`config.mk`:
```
export PLATFORM = sky130hd
export DESIGN_NAME = osc_sequencer
export DESIGN_NICKNAME = d
export VERILOG_FILES = /design/src/rtl/osc_sequencer.sv
export SDC_FILE = /design/constraint.sdc
export NUM_CORES = 1
export LEC_CHECK = 0
export CORE_MARGIN = 4
export CORE_UTILIZATION = 49
export DETAILED_ROUTE_END_ITERATION = 8
export PLACE_DENSITY = 0.82
export SYNTH_ARGS = -nofsm -noshare
export SYNTH_HDL_FRONTEND = slang
export SYNTH_SLANG_ARGS = --single-unit
```
`constraint.sdc`:
```
create_clock -name Fg_clk -period 3.7 [get_ports Fg_clk]
set_input_delay 0.555 -clock Fg_clk [delete_from_list [all_inputs] [get_ports Fg_clk]]
set_output_delay 0.555 -clock Fg_clk [all_outputs]
set_load 0.05 [all_outputs]
```
`src/rtl/osc_sequencer.sv`:
```
// DDS oscillator sequencer: fetches init1/init2 pairs, issues Ready/FreqChng, and divides Enable.
// Start->Ready 3 cycles and FreqReq->FreqChng 3 cycles with a zero-wait table; table stalls hold the FSM until Stop.
module osc_sequencer #(
  parameter int IDX_W = 6,
  parameter int DIV_W = 16
) (
  input  logic             Fg_clk,
  input  logic             Resetn,
  input  logic             Start,
  input  logic             Stop,
  input  logic             FreqReq,
  input  logic [IDX_W-1:0] FreqSel,
  input  logic [2:0]       ModeSel,
  input  logic [DIV_W-1:0] RateDiv,
  output logic             rom_req,
  output logic [IDX_W:0]   rom_addr,
  input  logic             rom_valid,
  input  logic [31:0]      rom_data,
  output logic             Enable,
  output logic             Ready,
  output logic             FreqChng,
  output logic [2:0]       Mode,
  output logic [31:0]      init1,
  output logic [31:0]      init2,
  output logic             Busy,
  output logic             Running
);

  typedef enum logic [2:0] {IDLE, LD_A, LD_B, ARM, RUN, UP_A, UP_B, COMMIT} state_t;

  state_t           state, state_nxt;
  logic [IDX_W-1:0] idx, pend_idx;
  logic             pend;
  logic [31:0]      shadow1;
  logic [DIV_W-1:0] cnt, cnt_nxt;
  logic             en_nxt;
  logic             fetch_a, fetch_b;

  function automatic logic is_active(state_t s);
    return (s == RUN) || (s == UP_A) || (s == UP_B) || (s == COMMIT);
  endfunction

  assign fetch_a = (state == LD_A) || (state == UP_A);
  assign fetch_b = (state == LD_B) || (state == UP_B);

  always_comb begin
    state_nxt = state;
    case (state)
      IDLE:    if (Start) state_nxt = LD_A;
      LD_A:    if (rom_valid) state_nxt = LD_B;
      LD_B:    if (rom_valid) state_nxt = ARM;
      ARM:     state_nxt = RUN;
      RUN:     if (FreqReq || pend) state_nxt = UP_A;
      UP_A:    if (rom_valid) state_nxt = UP_B;
      UP_B:    if (rom_valid) state_nxt = COMMIT;
      COMMIT:  state_nxt = RUN;
      default: state_nxt = IDLE;
    endcase
    // Stop wins over everything, including a same-cycle Start in IDLE.
    if (Stop) state_nxt = IDLE;
  end

  // Enable is registered: compute the count and strobe for the cycle being entered.
  always_comb begin
    cnt_nxt = '0;
    if (is_active(state) && !Enable) cnt_nxt = cnt + DIV_W'(1);
    en_nxt = is_active(state_nxt) && (cnt_nxt == RateDiv);
  end

  always_ff @(posedge Fg_clk or negedge Resetn) begin
    if (!Resetn) begin
      state    <= IDLE;
      idx      <= '0;
      pend     <= 1'b0;
      pend_idx <= '0;
      shadow1  <= '0;
      init1    <= '0;
      init2    <= '0;
      Mode     <= '0;
      cnt      <= '0;
      Enable   <= 1'b0;
    end else begin
      state  <= state_nxt;
      cnt    <= cnt_nxt;
      Enable <= en_nxt;
      if (state == IDLE && state_nxt == LD_A) begin
        idx  <= FreqSel;
        Mode <= ModeSel;
      end
      if (state == RUN) begin
        if (FreqReq) idx <= FreqSel;
        else if (pend) idx <= pend_idx;
      end
      // Retunes arriving mid-fetch coalesce into one pending index; the latest wins.
      if (Stop || state == RUN) begin
        pend <= 1'b0;
      end else if (FreqReq && state != IDLE) begin
        pend     <= 1'b1;
        pend_idx <= FreqSel;
      end
      if (fetch_a && rom_valid) shadow1 <= rom_data;
      if (fetch_b && rom_valid && !Stop) begin
        init1 <= shadow1;
        init2 <= rom_data;
      end
    end
  end

  assign rom_req  = fetch_a || fetch_b;
  assign rom_addr = {idx, fetch_b};
  assign Ready    = (state == ARM);
  assign FreqChng = (state == COMMIT);
  assign Busy     = fetch_a || fetch_b;
  assign Running  = is_active(state);

endmodule

```
==> load_flow_metrics.sql <==
INSERT INTO impl_metrics (metric_group, metric, value, unit) VALUES
('global_route', 'global_route_wire_length_before_repair', '20400', 'µm'),
('clocking', 'ctsRootBufferMaster', 'sky130_fd_sc_hd__clkbuf_16', ''),
('clocking', 'cts_hold_buffers', '0', ''),
('sta', 'worst-slew-pin-transition', '0.774', 'ns'),
('critical_path', 'worstPathRequired', '4.01', 'ns'),
('power_and_ir_drop', 'peakVddDrop', '665', 'µV'),
('sta', 'setup-tns-final', '0', 'ns'),
('synthesis', 'yosysMostFrequentCell', 'sky130_fd_sc_hd__dfrtp_1', ''),
('critical_path', 'cp_data_arrival_time', '3.49', 'ns'),
('sta', 'finalClockSkew', '0.00532', 'ns'),
('placement', 'port-buffer-count', '142', ''),
('global_route', 'grt_max_degree', '65', ''),
('sta', 'timing.max_slew.rel_slack', '0.484', ''),
('floorplan', 'die_area', '13400', 'µm²'),
('final_layout', 'layout.nets', '634', ''),
('global_route', 'grt_use_total', '0.197', ''),
('clocking', 'cts_tree', 'built', ''),
('detailed_routing', 'met1Wirelength', '5130', 'µm'),
('clocking', 'clk_transition_reported_paths', '0.06', 'ns'),
('synthesis', 'yosys-top-cells-area', 'sky130_fd_sc_hd__dfrtp_1 58%, sky130_fd_sc_hd__mux2_2 20%, sky130_fd_sc_hd__xnor2_1 1.8%', ''),
('detailed_routing', 'wire_per_inst', '17.5', 'µm'),
('sta', 'rsz0062_at_grt', 'no', ''),
('critical_path', 'crit_fanout', '20', ''),
('sta', 'final-max-slew-violation-count', '0', ''),
('global_route', 'first_global_vias', '4053', ''),
('power_and_ir_drop', 'static-leakage-power', '3.36', 'nW'),
('critical_path', 'cp-end-kind', 'flip-flop', ''),
('placement', 'hpwl', '8800', 'µm'),
('sta', 'final-hold-violation-count', '0', ''),
('clocking', 'cts_num_sinks', '132', ''),
('power_and_ir_drop', 'power.density', '959', 'nW/µm²'),
('clocking', 'cts.repair_timing.setup_buffer_count', '0', ''),
('detailed_routing', 'route.met2.wl', '6560', 'µm'),
('clocking', 'clock_path_buffers', '2', ''),
('final_layout', 'diodes', '0', ''),
('synthesis', 'yosysTopAreaCellShare', '0.581', ''),
('floorplan', 'placeableCoreArea', '11400', 'µm²'),
('detailed_routing', 'routed_wirelength', '12600', 'µm'),
('placement', 'gp_routability_congestion', '0.792', ''),
('min_path', 'hold_class', 'input pin to asynchronous set/reset pin', ''),
('run_status', 'run_status', 'finished clean', ''),
('placement', 'dp.cells', '690', ''),
('synthesis', 'post_synth_top_cells', '132 x sky130_fd_sc_hd__dfrtp_1, 102 x sky130_fd_sc_hd__mux2_2, 21 x sky130_fd_sc_hd__nor2_1, 12 x sky130_fd_sc_hd__xnor2_1', ''),
('clocking', 'cts_buffers', '17', ''),
('synthesis', 'number_of_warnings_printed_during_yosys_synthesis', '0', ''),
('detailed_routing', 'top_layer_used', 'met4', ''),
('synthesis', 'post_synth_num_cell_types', '50', ''),
('floorplan', 'die_w', '116', 'µm'),
('synthesis', 'post-synth-top-area-cell', 'sky130_fd_sc_hd__dfrtp_1', ''),
('detailed_routing', 'vias', '3890', ''),
('final_layout', 'post_layout_nonfiller_instances', '722', ''),
('job', 'drv.max_cap_violation_count', '0', ''),
('floorplan', 'die_span_y', '116', 'µm'),
('clocking', 'ctsResizeCount', '0', ''),
('floorplan', 'core.rowCount', '39', ''),
('synthesis', 'synth_seq_area_share', '0.581', ''),
('floorplan', 'floorplan.io_pins', '143', ''),
('synthesis', 'dominantRegCellSynth', 'sky130_fd_sc_hd__dfrtp_1', ''),
('critical_path', 'worstSetupPathType', 'flip-flop to flip-flop', ''),
('critical_path', 'cp-start-kind', 'flip-flop', ''),
('detailed_routing', 'total_drc_errors_in_the_routed_layout', '0', ''),
('detailed_routing', 'drtIter0Drc', '157', ''),
('synthesis', 'syn-instance-count', '422', ''),
('global_route', 'gr-total-overflow', '0', ''),
('sta', 'finalSetupViolations', '0', ''),
('sta', 'timing.final.crit_share', '0.859', ''),
('clocking', 'clock_latency_of_the_later_clocked_register_in_the_worst_skew_pair', '0.41', 'ns'),
('sta', 'period_minus_slack', '3.18', 'ns'),
('placement', 'detailedPlace.worstSlack', '0.573', 'ns'),
('synthesis', 'synth-edff-count', '0', ''),
('synthesis', 'synth_fp_nets', '490', '');
==> flip-flops by register name, indices dropped and copies added, names as in the netlist <==
register and cells:
cnt 16, pend 1, init2 32, Mode 3, Enable 1, idx 6, shadow1 32, pend_idx 6
state 3, init1 32
==> cell type report <==
class                           count  area, µm²
Sequential cell                   132       3300
Timing Repair Buffer              147       1480
Clock buffer                       20        437
Clock inverter                     12        179
Multi-Input combinational cell    261       2250
Fill cell                         810       3510
Tap cell                          143        179
Inverter                            7       26.3
==> layer usage <==
layer	track usage	up-vias
li1	-	1800
met3	0.0590	20
met5	0	-
met2	0.328	107
met4	0.0742	0
met1	0.244	1963
==> cells by family after synthesis <==
family                   after synthesis  share of synthesized area
buffers and inverters                 29                     0.0240
XOR/XNOR                              21                     0.0324
flip-flops                           132                      0.581
multiplexers                         113                      0.222
AND/OR/NAND/NOR                       79                     0.0768
AO/OA/AOI/OAI                         43                     0.0524
adder cells (fa/ha/maj)                5                     0.0110
==> power by group <==
group	switching [mW]	internal, mW	leakage, nW
Clock	0.611	1.13	0.291
Combinational	2.09	1.32	1.40
Sequential	0.322	2.07	1.67
Total	3.02	4.51	3.36
==> layout by cell type (no fill, tap or decap), drive strengths merged, types with 3 or more instances in the layout <==
cell type and n:
dfrtp 132, xor2 9, inv 8, nor3 5, nor2b 3, a21oi 12, a22oi 6, bufinv 4
clkinvlp 3, mux2i 8, nand2b 3, buf 6, nor2 21, clkbuf 20, o21ai 6, mux2 105
o22ai 7, nand4 6, o31ai 3, clkdlybuf4s50 141, ha 5, nand3 11, nor4 5, xnor2 12
or4 4, clkinv 4, nand2 8
==> worst paths after layout <==
check / from / end / cells after the start
max: state[0]$_DFF_PN0_ / Enable$_DFF_PN0_ / 9
min: Resetn / shadow1[7]$_DFFE_PN0P_ / 1
max reg2reg: state[0]$_DFF_PN0_ / Enable$_DFF_PN0_ / 9
min reg2reg: Mode[0]$_DFFE_PN0N_ / Mode[0]$_DFFE_PN0N_ / 1
max in group asynchronous: Resetn / cnt[7]$_DFF_PN0_ / 2
min in group Fg_clk: Mode[0]$_DFFE_PN0N_ / Mode[0]$_DFFE_PN0N_ / 1
==> through the flow <==
stage,utilization,instance area [µm²],hold slack [ns],total power [mW]
global route,0.691,7860,0.281,7.87
global placement,0.637,7240,0.468,5.71
finish,0.691,7860,0.220,7.53
floorplan,-,5680,0.259,4.63
detailed placement,0.637,7240,0.482,5.83
CTS,0.691,7860,0.239,7.62
==> worst max-delay path: stages (launching register included) <==
cell	delay (ns)
sky130_fd_sc_hd__dfrtp_1	0.43
sky130_fd_sc_hd__inv_1	0.10
sky130_fd_sc_hd__ha_1	0.31
sky130_fd_sc_hd__o41ai_4	0.42
sky130_fd_sc_hd__or2_1	0.62
sky130_fd_sc_hd__a21oi_1	0.16
sky130_fd_sc_hd__xnor2_1	0.19
sky130_fd_sc_hd__nand3_1	0.07
sky130_fd_sc_hd__or4_1	0.53
sky130_fd_sc_hd__nor4_2	0.25
Note: power is estimated with default switching activity, not from simulation.
